[config.mk]
export PLATFORM = sky130hd
export DESIGN_NAME = id_exe_reg
export DESIGN_NICKNAME = d
export VERILOG_FILES = /design/src/rtl/id_exe_reg.sv
export SDC_FILE = /design/constraint.sdc
export NUM_CORES = 1
export LEC_CHECK = 0
export ABC_CLOCK_PERIOD_IN_PS = 3200
export BUFFER_PORTS_ARGS = -buffer_cell sky130_fd_sc_hd__buf_2
export CAP_MARGIN = 15
export CORE_MARGIN = 2
export CORE_UTILIZATION = 40
export DETAILED_ROUTE_END_ITERATION = 10
export PLACE_DENSITY = 0.7
export SLEW_MARGIN = 15
export SYNTH_ARGS = -nofsm -noshare
export SYNTH_HDL_FRONTEND = slang
export SYNTH_SLANG_ARGS = --single-unit
[constraint.sdc]
create_clock -name clk -period 3.2 [get_ports clk]
set_input_delay 0.32 -clock clk [delete_from_list [all_inputs] [get_ports clk]]
set_output_delay 0.32 -clock clk [all_outputs]
set_load 0.02 [all_outputs]
[src/rtl/id_exe_reg.sv]
// ----------------------------------------------------------------------------
// id_exe_reg
// ID/EXE pipeline register of the ARM core. It captures the decoded control
// bits, register-file operands, immediate/shift fields, register numbers and
// the carry flag, and presents them to the execute stage one cycle later.
//
// Per rising edge, highest priority first:
//   freeze=1 -> HOLD   : everything keeps its value, stall_cnt counts
//   flush=1  -> BUBBLE : control bits and valid become 0, data fields load,
//                        flush_cnt counts
//   else     -> LOAD   : every output captures its input
//
// Ports
//   clk, rst_n             clock, asynchronous active-low reset
//   freeze, flush          hazard stall / branch-taken bubble request
//   *_in                   decoded instruction from the ID stage
//   *_out                  registered copies for the EXE stage
//   stall_cnt, flush_cnt   saturating debug event counters
// ----------------------------------------------------------------------------
module id_exe_reg #(
    parameter int DW    = 32,
    parameter int CNT_W = 16
) (
    input  logic             clk,
    input  logic             rst_n,
    input  logic             freeze,
    input  logic             flush,
    input  logic             valid_in,
    input  logic [DW-1:0]    pc_in,
    input  logic [3:0]       exe_cmd_in,
    input  logic             mem_read_in,
    input  logic             mem_write_in,
    input  logic             wb_en_in,
    input  logic             s_in,
    input  logic             b_in,
    input  logic [DW-1:0]    val_rn_in,
    input  logic [DW-1:0]    val_rm_in,
    input  logic             imm_in,
    input  logic [11:0]      shift_operand_in,
    input  logic [23:0]      signed_imm24_in,
    input  logic [3:0]       dest_in,
    input  logic [3:0]       src1_in,
    input  logic [3:0]       src2_in,
    input  logic             c_in,
    output logic             valid_out,
    output logic [DW-1:0]    pc_out,
    output logic [3:0]       exe_cmd_out,
    output logic             mem_read_out,
    output logic             mem_write_out,
    output logic             wb_en_out,
    output logic             s_out,
    output logic             b_out,
    output logic [DW-1:0]    val_rn_out,
    output logic [DW-1:0]    val_rm_out,
    output logic             imm_out,
    output logic [11:0]      shift_operand_out,
    output logic [23:0]      signed_imm24_out,
    output logic [3:0]       dest_out,
    output logic [3:0]       src1_out,
    output logic [3:0]       src2_out,
    output logic             c_out,
    output logic [CNT_W-1:0] stall_cnt,
    output logic [CNT_W-1:0] flush_cnt
);

    localparam logic [CNT_W-1:0] CNT_ONE = {{(CNT_W-1){1'b0}}, 1'b1};
    localparam logic [CNT_W-1:0] CNT_MAX = {CNT_W{1'b1}};

    // Control group (zeroed on a bubble)
    logic          valid_q,     valid_d;
    logic [3:0]    exe_cmd_q,   exe_cmd_d;
    logic          mem_read_q,  mem_read_d;
    logic          mem_write_q, mem_write_d;
    logic          wb_en_q,     wb_en_d;
    logic          s_q,         s_d;
    logic          b_q,         b_d;

    // Data group (loads on LOAD and BUBBLE, holds on HOLD)
    logic [DW-1:0] pc_q,            pc_d;
    logic [DW-1:0] val_rn_q,        val_rn_d;
    logic [DW-1:0] val_rm_q,        val_rm_d;
    logic          imm_q,           imm_d;
    logic [11:0]   shift_operand_q, shift_operand_d;
    logic [23:0]   signed_imm24_q,  signed_imm24_d;
    logic [3:0]    dest_q,          dest_d;
    logic [3:0]    src1_q,          src1_d;
    logic [3:0]    src2_q,          src2_d;
    logic          c_q,             c_d;

    logic [CNT_W-1:0] stall_cnt_q, stall_cnt_d;
    logic [CNT_W-1:0] flush_cnt_q, flush_cnt_d;

    always_comb begin
        // Default: HOLD
        valid_d         = valid_q;
        exe_cmd_d       = exe_cmd_q;
        mem_read_d      = mem_read_q;
        mem_write_d     = mem_write_q;
        wb_en_d         = wb_en_q;
        s_d             = s_q;
        b_d             = b_q;
        pc_d            = pc_q;
        val_rn_d        = val_rn_q;
        val_rm_d        = val_rm_q;
        imm_d           = imm_q;
        shift_operand_d = shift_operand_q;
        signed_imm24_d  = signed_imm24_q;
        dest_d          = dest_q;
        src1_d          = src1_q;
        src2_d          = src2_q;
        c_d             = c_q;
        stall_cnt_d     = stall_cnt_q;
        flush_cnt_d     = flush_cnt_q;

        if (freeze) begin
            // Freeze wins over flush; a pending flush is re-issued later.
            if (stall_cnt_q != CNT_MAX) begin
                stall_cnt_d = stall_cnt_q + CNT_ONE;
            end
        end else begin
            // Data fields load in both BUBBLE and LOAD; they are ignored
            // downstream when valid is low.
            pc_d            = pc_in;
            val_rn_d        = val_rn_in;
            val_rm_d        = val_rm_in;
            imm_d           = imm_in;
            shift_operand_d = shift_operand_in;
            signed_imm24_d  = signed_imm24_in;
            dest_d          = dest_in;
            src1_d          = src1_in;
            src2_d          = src2_in;
            c_d             = c_in;

            if (flush) begin
                valid_d     = 1'b0;
                exe_cmd_d   = 4'd0;
                mem_read_d  = 1'b0;
                mem_write_d = 1'b0;
                wb_en_d     = 1'b0;
                s_d         = 1'b0;
                b_d         = 1'b0;
                if (flush_cnt_q != CNT_MAX) begin
                    flush_cnt_d = flush_cnt_q + CNT_ONE;
                end
            end else begin
                // No masking on valid_in=0: the control unit already drives
                // zero control for invalid instructions.
                valid_d     = valid_in;
                exe_cmd_d   = exe_cmd_in;
                mem_read_d  = mem_read_in;
                mem_write_d = mem_write_in;
                wb_en_d     = wb_en_in;
                s_d         = s_in;
                b_d         = b_in;
            end
        end
    end

    always_ff @(posedge clk or negedge rst_n) begin
        if (!rst_n) begin
            valid_q         <= 1'b0;
            exe_cmd_q       <= 4'd0;
            mem_read_q      <= 1'b0;
            mem_write_q     <= 1'b0;
            wb_en_q         <= 1'b0;
            s_q             <= 1'b0;
            b_q             <= 1'b0;
            pc_q            <= '0;
            val_rn_q        <= '0;
            val_rm_q        <= '0;
            imm_q           <= 1'b0;
            shift_operand_q <= 12'd0;
            signed_imm24_q  <= 24'd0;
            dest_q          <= 4'd0;
            src1_q          <= 4'd0;
            src2_q          <= 4'd0;
            c_q             <= 1'b0;
            stall_cnt_q     <= '0;
            flush_cnt_q     <= '0;
        end else begin
            valid_q         <= valid_d;
            exe_cmd_q       <= exe_cmd_d;
            mem_read_q      <= mem_read_d;
            mem_write_q     <= mem_write_d;
            wb_en_q         <= wb_en_d;
            s_q             <= s_d;
            b_q             <= b_d;
            pc_q            <= pc_d;
            val_rn_q        <= val_rn_d;
            val_rm_q        <= val_rm_d;
            imm_q           <= imm_d;
            shift_operand_q <= shift_operand_d;
            signed_imm24_q  <= signed_imm24_d;
            dest_q          <= dest_d;
            src1_q          <= src1_d;
            src2_q          <= src2_d;
            c_q             <= c_d;
            stall_cnt_q     <= stall_cnt_d;
            flush_cnt_q     <= flush_cnt_d;
        end
    end

    assign valid_out         = valid_q;
    assign exe_cmd_out       = exe_cmd_q;
    assign mem_read_out      = mem_read_q;
    assign mem_write_out     = mem_write_q;
    assign wb_en_out         = wb_en_q;
    assign s_out             = s_q;
    assign b_out             = b_q;
    assign pc_out            = pc_q;
    assign val_rn_out        = val_rn_q;
    assign val_rm_out        = val_rm_q;
    assign imm_out           = imm_q;
    assign shift_operand_out = shift_operand_q;
    assign signed_imm24_out  = signed_imm24_q;
    assign dest_out          = dest_q;
    assign src1_out          = src1_q;
    assign src2_out          = src2_q;
    assign c_out             = c_q;
    assign stall_cnt         = stall_cnt_q;
    assign flush_cnt         = flush_cnt_q;

endmodule

[Word level (Yosys, flattened, before mapping)]
Index checks and enable logic that the tools add are counted.
Operators by class
  reduce and logical (&&, ||, !) cells: 2
  multiplexer cells: 7
  bitwise gates (word level): 1
  equality and inequality tests: 2
  add/subtract/negate cells: 2
Operators by type and width (count)
  $add 16x1->16 const B: 2
  $ne 16x16->1 const B: 2
  $mux 1: 6
  $mux 4: 1
  $reduce_and 3->1: 1
  $reduce_and 2->1: 1
  $not 1->1: 1
Storage, ports and cells
  output and inout port bits: 188
  register bits: 188
  word-level logic and storage cells: 33
  input bits: 160

[Logic depth before layout (Yosys ltp)]
  word-level depth: 2
  gate-level depth with buffers: 6
  depth with buffers taken out: 5

[Worst setup path after synthesis]
OpenSTA, ideal clock, no wires.
  kind: register to register
  start: reg stall_cnt_q[0] (netlist: stall_cnt[0])
  end: reg stall_cnt_q[1] (netlist: stall_cnt[1])
  cell stages (with the launch flop): 6
  path slack: 1.424 ns
  path buffers: 0
  data arrival time: 1.651 ns
  clock period less this slack: 1.776 ns
  required time: 3.075 ns
  setup time: 0.125 ns
  path through: dfrtp_1 ha_1 nand2_1 or3_4 o21ai_2 mux2_2
On the way
  longest elaborated chain between the ends: 2
  elaborated cells between the ends (all ways): 3
  classes of those cells: add/sub: 1; eq/ne: 1; reduce/logical: 1
Ends and longest elaborated chain
  from (decl): RTL line 90  | logic [CNT_W-1:0] stall_cnt_q, stall_cnt_d;
  from (signal assigned): RTL line 198  | stall_cnt_q <= stall_cnt_d;
  parallel branches: the longest is 2 deep, another holds $add 16x1->16
Several ways; the timed one is not identified.
A chain may end at the register's enable or synchronous reset.

[Final worst setup path]
Same ends and word-level chain as after synthesis.

==> run_results.csv <==
group,metric,value,unit
timing,maxClockFrequency,536,MHz
grt,grt_pass1_vias,5399,
die,starting_density_of_the_core,0.410,
yosys,postSynthRegisterBits,188,
critical_path,crit_buf_inv,0,
die,placement_rows,49,
critical_path,critical_path_arrival,2170,ps
finish,drive_gt1_frac,0.638,
clock_network,cts.sinks,188,
clock_network,htree_levels,4,
route,wirelength,17.5,mm
grt,grt_first_pass_wirelength,27.8,mm
yosys,post_syn_instances,487,
timing,rsz0062_at_grt,"false",
die,die-width,140,microns
critical_path,critical_path.top_delay_family,"simple AND/OR/NAND/NOR gates",
clock_network,tritoncts,"done",
timing,setup_total_negative_slack,0,ps
die,ios,348,
clock_network,skew_pair_late_insertion_delay,420,ps
yosys,synth_nets,649,
critical_path,critical-path-slowest-cell,"or3_4",
timing,final-setup-viol-count,0,
route,pre_repair_dr_iteration_count,4,
clock_network,clk_path_buf_depth,2,
route,post_drt_wl_per_cell,16.2,microns
critical_path,critPathCapture,"stall_cnt[1]",
die,floorplan.die.height,140,microns
power_and_ir_drop,power.density,636,nW/um^2
finish,fin_nets,1001,
grt,grt_max_degree,96,
finish,area_delta_synth_final,35.5,%
timing,tightest_slew,767,ps
critical_path,ordered_cell_list_for_the_critical_path,"ha_1, nand2_1, or3_4, o21ai_2, mux2_2",
clock_network,cts.root.buffer_cell,"clkbuf_16",
timing,post-route-min-period,1860,ps
timing,hold_violations,0,
yosys,synth_ff_type,"dfrtp_1",
yosys,synth_cell_types,44,
yosys,synthesis.area,7390,sq um
timing,layout_worst_path_cycle_share,0.583,
die,core_area,18000,sq um
critical_path,rrSetupSlack,1340,ps
yosys,yosys_warnings,0,
grt,globalRoute.totalOverflow,0,
yosys,synthArstFlopShare,1.00,
critical_path,path_depth,5,
timing,relative_slew_slack,0.489,
timing,post-route-worst-setup-slack,1340,ps
clock_network,cts_repair_resize_count,0,
yosys,ys_seq_area_frac,0.637,
critical_path,r2r-end,"stall_cnt[1]",
route,drc,0,
route,post_drt_via_cell_ratio,4.86,
grt,number_of_antenna_violations_at_the_first_check_in_global_routing,0,
timing,finalMaxSlewViolations,0,
route,drt_first_iter_violations,214,
clock_network,clock_pin_slew_reported_for_the_worst_setup_and_hold_paths_after_clock_tree_synthesis,70,ps
critical_path,timing.reg2reg.worst_path_depth,5,
die,design.die.area,19600,sq um
critical_path,critical_path.startpoint,"stall_cnt[0]",
clock_network,cts_buffers,17,
critical_path,worst_setup_path_start_kind,"register",
finish,diodes,0,
critical_path,timing.critical_path.fanout_max,11,
route,postRouteAntennaNets,0,
place,dp_hpwl,13.0,mm
critical_path,worstSetupPathType,"register to register",
critical_path,worst_path_largest_cell_delay,440,ps
route,total_via_count_after_detailed_routing,5255,
grt,grtUsageTotal,0.178,
power_and_ir_drop,irDropWorstVdd,0.382,mV
job,max_cap_viol_count,0,
finish,mostFrequentLayoutCell,"buf_2",
critical_path,worstSetupEndpointType,"register",
place,gp_congestion,0.779,
power_and_ir_drop,cellLeakagePower,0.00493,uW
yosys,synth-edff-count,0,
place,numPortBuffers,347,
critical_path,worst_ep_required_time,3500,ps
run_status,run_status,"finished clean",
timing,fin_skew,6.18,ps
finish,mostFrequentLayoutCells,"buf_2, dfrtp_1, mux2_2",
hold_path,min_path_type,"primary input to register",
place,pre_cts_ws,1250,ps
yosys,avgSynthCellArea,15.2,sq um
critical_path,reg2reg_from,"stall_cnt[0]",
per-stage QoR:
step           instances  cell area (sq um)  utilization  hold slack [ps]  total power, uW
3_5_place_dp        1048               9380        0.520              431             4210
3_3_place_gp        1048               9380        0.520              432             4180
6_report            1081              10000        0.555              116             6360
4_1_cts             1081              10000        0.555             90.9             6440
2_1_floorplan        487               7390            -             24.4             3640
5_1_grt             1081              10000        0.555              103             6650
per-layer routing:
layer	vias to the layer above	global-route usage	part of all wire
li1	2448	-	-
met1	2580	0.213	0.40
met2	199	0.302	0.51
met3	28	0.0564	0.068
met4	0	0.0658	0.023
met5	-	0	0
power breakdown:
group / switching (uW) / internal (uW)
logic: 757 / 538
registers: 209 / 2650
clock network: 950 / 1250
registers in the layout, summed over array words and instances (netlist names):
register,flops
imm_out,1
dest_out,4
s_out,1
c_out,1
mem_read_out,1
flush_cnt,16
wb_en_out,1
mem_write_out,1
src2_out,4
b_out,1
val_rn_out,32
shift_operand_out,12
signed_imm24_out,24
val_rm_out,32
src1_out,4
stall_cnt,16
exe_cmd_out,4
valid_out,1
pc_out,32
Yosys cell counts (3+ instances only):
master    instances  area [sq um]
nand2b_1          4          25.0
nor2_1            7          26.3
xor2_1           10          87.6
buf_2            12          60.1
dfrtp_1         188          4700
clkbuf_1          6          22.5
a21oi_1           7          35.0
a22o_1            7          61.3
xnor2_1          11          96.3
nand3_1           9          45.0
mux2_2          150          1690
o21ai_0           5          25.0
and4_1            3          26.3
a31oi_1           3          18.8
and3_1            4          25.0
nand2_1          16          60.1
nand4_1           6          37.5
nor3_1            7          35.0
final cells by class:
cell class / instances / area (sq um)
Fill cell: 1544 / 8020
Timing Repair Buffer: 353 / 1820
Clock buffer: 18 / 429
Tap cell: 229 / 287
Inverter: 1 / 3.75
Sequential cell: 188 / 4700
Clock inverter: 14 / 186
Multi-Input combinational cell: 278 / 2570
worst min path at each step:
stage | start | to | cells past startpoint
global route | mem_write_in | mem_write_out | 2
CTS | mem_write_in | mem_write_out | 2
finish | mem_write_in | mem_write_out | 2
floorplan | rst_n | b_out | 0
global placement | rst_n | stall_cnt[8] | 1
detailed placement | rst_n | stall_cnt[8] | 1
repair_timing:
item / 4_1_cts / 5_1_grt
hold buffers: 1 / 0
buffers inserted: 0 / 0
hold endpoints to repair: 80 / 0
cell families (layout without fill, tap and decap cells):
family,Yosys count,count (layout),share of synthesized area
adders and majority gates,2,2,0.00339
AOI/OAI and AO/OA,33,33,0.0322
muxes,150,150,0.229
xor gates and xnor gates,21,21,0.0249
and+or+nand+nor,72,72,0.0591
buffers and inverters,21,386,0.0147
DFF,188,188,0.637
No activity file was read; power rests on OpenSTA's default activity.
